==> config.mk <==
export PLATFORM = sky130hd
export DESIGN_NAME = count_2421
export DESIGN_NICKNAME = d
export VERILOG_FILES = /design/src/rtl/count_2421.sv
export SDC_FILE = /design/constraint.sdc
export NUM_CORES = 1
export LEC_CHECK = 0
export BUFFER_PORTS_ARGS = -buffer_cell sky130_fd_sc_hd__buf_2
export CAP_MARGIN = 20
export CORE_AREA = 2 2 39 41
export CTS_CLUSTER_DIAMETER = 120
export DETAILED_ROUTE_END_ITERATION = 10
export DIE_AREA = 0 0 41 43
export GPL_TIMING_DRIVEN = 0
export PLACE_DENSITY = 0.43
export SYNTH_ARGS = -nofsm -noshare
export SYNTH_HDL_FRONTEND = slang
export SYNTH_SLANG_ARGS = --single-unit
==> constraint.sdc <==
create_clock -name clock -period 1.35 [get_ports clock]
set_input_delay 0.135 -clock clock [delete_from_list [all_inputs] [get_ports clock]]
set_output_delay 0.135 -clock clock [all_outputs]
set_load 0.02 [all_outputs]
==> src/rtl/count_2421.sv <==
// Decade counter held in the 2421 (Aiken) self-complementing code.
// Advances one digit per enabled edge, wraps 9 -> 0, and snaps any illegal code back to 0.
module count_2421 (
  input  logic       clock,
  input  logic       reset,
  input  logic       x,
  output logic [3:0] out
);

  // Code words for digits 0..9; the upper five are the bitwise complements of the lower five.
  localparam logic [3:0] CODE_D0 = 4'b0000;
  localparam logic [3:0] CODE_D1 = 4'b0001;
  localparam logic [3:0] CODE_D2 = 4'b0010;
  localparam logic [3:0] CODE_D3 = 4'b0011;
  localparam logic [3:0] CODE_D4 = 4'b0100;
  localparam logic [3:0] CODE_D5 = 4'b1011;
  localparam logic [3:0] CODE_D6 = 4'b1100;
  localparam logic [3:0] CODE_D7 = 4'b1101;
  localparam logic [3:0] CODE_D8 = 4'b1110;
  localparam logic [3:0] CODE_D9 = 4'b1111;

  logic [3:0] cnt_q;
  logic [3:0] cnt_d;
  logic [3:0] succ;
  logic       legal;

  // Successor code; illegal or unknown state words fall through to the default.
  always_comb begin
    // NOTE: every combinational output gets a default first so no path can infer a latch.
    succ  = CODE_D0;
    legal = 1'b1;
    case (cnt_q)
      CODE_D0: succ = CODE_D1;
      CODE_D1: succ = CODE_D2;
      CODE_D2: succ = CODE_D3;
      CODE_D3: succ = CODE_D4;
      CODE_D4: succ = CODE_D5;
      CODE_D5: succ = CODE_D6;
      CODE_D6: succ = CODE_D7;
      CODE_D7: succ = CODE_D8;
      CODE_D8: succ = CODE_D9;
      CODE_D9: succ = CODE_D0;
      default: legal = 1'b0;
    endcase
  end

  // Recovery from an illegal word takes priority over the enable.
  always_comb begin
    cnt_d = cnt_q;
    if (!legal) begin
      cnt_d = CODE_D0;
    end else if (x) begin
      cnt_d = succ;
    end
  end

  always_ff @(posedge clock or posedge reset) begin
    // NOTE: state registers use non-blocking assignment so all flops update together at the edge.
    if (reset) begin
      cnt_q <= CODE_D0;
    end else begin
      cnt_q <= cnt_d;
    end
  end

  assign out = cnt_q;

endmodule

==> reports/metrics.yaml <==
insertedDiodeCount: 0
leakage_nw: 0.161
tritoncts.num_buffers: 3
vias: 251
met1_usage_pct: 10.6
worstSkewPairLatency_ns: 0.23
design.core.area_sq_um: 1380
worst-path-stages: 3
largest_register_ff_count: 4
cts.sinks: 4
worst_hold_path_type: "in -> reg"
sequential_cell_area_sq_um: 100
final_cell_area_sq_um: 352
setup_violations: 0
grt_pass1_wl_microns: 1020
r2r_start: "out[2]"
worst_slew_pin_slew_ns: 0.263
critical_path.n_buffers_inverters: 0
ctsHoldBuffers: 1
final_common_cell: "buf_2"
avg_inst_size_synth_sq_um: 8.68
detail_route.drc_violations: 0
gr-usage-all-layers_pct: 8.94
mappedNetlistNets: 34
timing.max_slew.rel_slack_pct: 82.5
crit_start: "out[2]"
timing.final.max_slew_violations: 0
tritoncts: "yes"
netlist.top_cell.by_area: "dfrtp_1"
std_cell_rows: 14
critical_path.max_fanout: 8
critical_path.top_delay_family: "flip-flops"
floorplan.io_pins: 7
post_drt_via_cell_ratio: 4.40
synth.yosys.seq_area_share_pct: 37.2
peakVddDrop_mv: 0.633
run_status: "finished clean"
setup.reg_to_reg.worst_slack_ns: 0.25
regToRegEndpoint: "out[1]"
cp-endpoint: "out[1]"
maximum_level_of_the_cts_h_tree: 1
netlist_area_sq_um: 269
grt_util_met3_pct: 4.71
final_nets: 46
first_global_vias: 238
period_share_pct: 81.7
timing.critical_path.slowest_stage_cell: "dfrtp_1"
post-layout-total-power_mw: 0.742
area_growth_pct: 30.7
die-area_sq_um: 1760
synthesis_warning_total: 0
cts_buffer_depth: 2
worstSetupPathType: "reg -> reg"
max_cap_violations: 0
worstPathRequired_ns: 1.46
grt_util_met2_pct: 11.9
reg2reg_depth: 3
initial_antenna_violation_count: 0
post-cts-setup-buffer-count: 0
grt_start_max_net_pins: 10
netlist_top_cells_area: "dfrtp_1 (37%), xnor2_1 (6.5%), nand2b_1 (4.7%), nor2b_1 (4.7%), nor3b_2 (4.7%)"
synth_largest_type_area_fraction_pct: 37.2
routabilityCongestion: 0.757
multi_input_comb_area_sq_um: 145
root_buffer: "clkbuf_4"
final.min_clock_period_ns: 1.10
layout.cells.most_common_list: "buf_2 (6), dfrtp_1 (4), nand2_1 (3), nor2_1 (3), clkbuf_4 (3)"
worstSetupEndpointType: "register"
cp_data_arrival_time_ns: 1.21
top_usage_layer: "met2"
cpPeakStageDelay_ns: 0.45
grt_remaining_overflow: 0
routed_wire_length_per_instance_microns: 9.44
die-width_microns: 41
totalWireLength_microns: 538
start_util_pct: 19.4
postSynthCellCount: 31
hold_viol_final: 0
synthDistinctLibCells: 18
worst_setup_hold_path_clk_slew_ns: 0.04
detailedRoute.firstIterationViolations: 9
dpl-instance-area_sq_um: 319
worstPathCellList: "nand2b_1 > o2111ai_1 > o31ai_2"
drt_pass1_iterations: 4
fillCellCount: 166
port-buffer-count: 6
cts_repair_resize_count: 0
synth.ff_latch_count: 4
worst_clock_skew_ns: 0.00205
route.antenna.remaining_nets: 0
die-height_microns: 43
clock.fmax_ghz: 0.907
pwr_density_cell_nw_per_um2: 2110
worstSetupStartpointType: "register"
rsz0062_at_grt: "no"
finalSetupTns_ns: 0
final_layout_size_suffix_gt1_share_pct: 31.7
cells by family after synthesis:
family / share of synthesized area (%)
simple gates: 26.0
flops: 37.2
buf+inv: 8.84
xor+xnor: 6.51
compound gates: 21.4
cells in the mapped netlist:
cell       instances
o21ai_0            2
o311ai_1           1
buf_6              1
nor3_1             1
nand2_1            3
a21oi_1            2
inv_1              2
nand2b_1           2
nand3_1            1
dfrtp_1            4
nor3b_2            1
xnor2_1            2
nor2_1             3
o2111ai_1          1
clkbuf_2           1
nor2b_1            2
o31ai_2            1
o211ai_1           1
through the flow:
step           instances  hold WS [ns]  util [%]  worst slack, ns
2_1_floorplan         31       -0.0989         -            0.222
3_3_place_gp          53        0.0201      23.1            0.218
3_5_place_dp          53        0.0227      23.1            0.233
4_1_cts               57         0.242      25.4            0.228
5_1_grt               57         0.254      25.4            0.163
6_report              57         0.245      25.4            0.247
where the power goes:
part | switching [mW] | internal [mW]
clock network | 0.0453 | 0.0992
logic | 0.217 | 0.174
registers | 0.0431 | 0.164
worst reg2reg max path: cells and delay by family, from the launching register on:
kind               cells  cell delay [ns]
DFF                    1             0.45
and+or+nand+nor        1             0.21
AOI/OAI and AO/OA      2             0.32
worst min path at each step:
| stage | cells past startpoint | end | slack, ns | from |
|---|---|---|---|---|
| 2_1_floorplan | 1 | out[0] | -0.1 | reset |
| 3_3_place_gp | 2 | out[1] | 0.02 | reset |
| 3_5_place_dp | 2 | out[1] | 0.02 | reset |
| 4_1_cts | 3 | out[1] | 0.24 | x |
| 5_1_grt | 3 | out[1] | 0.25 | x |
| 6_report | 3 | out[1] | 0.25 | x |
final cells by class:
| class | instances | area share, % |
|---|---|---|
| timing repair buffer | 7 | 11.4 |
| sequential | 4 | 28.5 |
| buffer | 2 | 4.63 |
| tap | 16 | 5.69 |
| multi-input combinational | 23 | 41.3 |
| clock buffer | 3 | 6.41 |
| inverter | 2 | 2.14 |
routing by layer:
layer  wire (microns)  part of all wire [%]
met3               23                   4.3
met1              248                    46
met5                0                     0
met2              265                    49
met4                0                     0
Note: power is estimated with default switching activity, not from simulation.
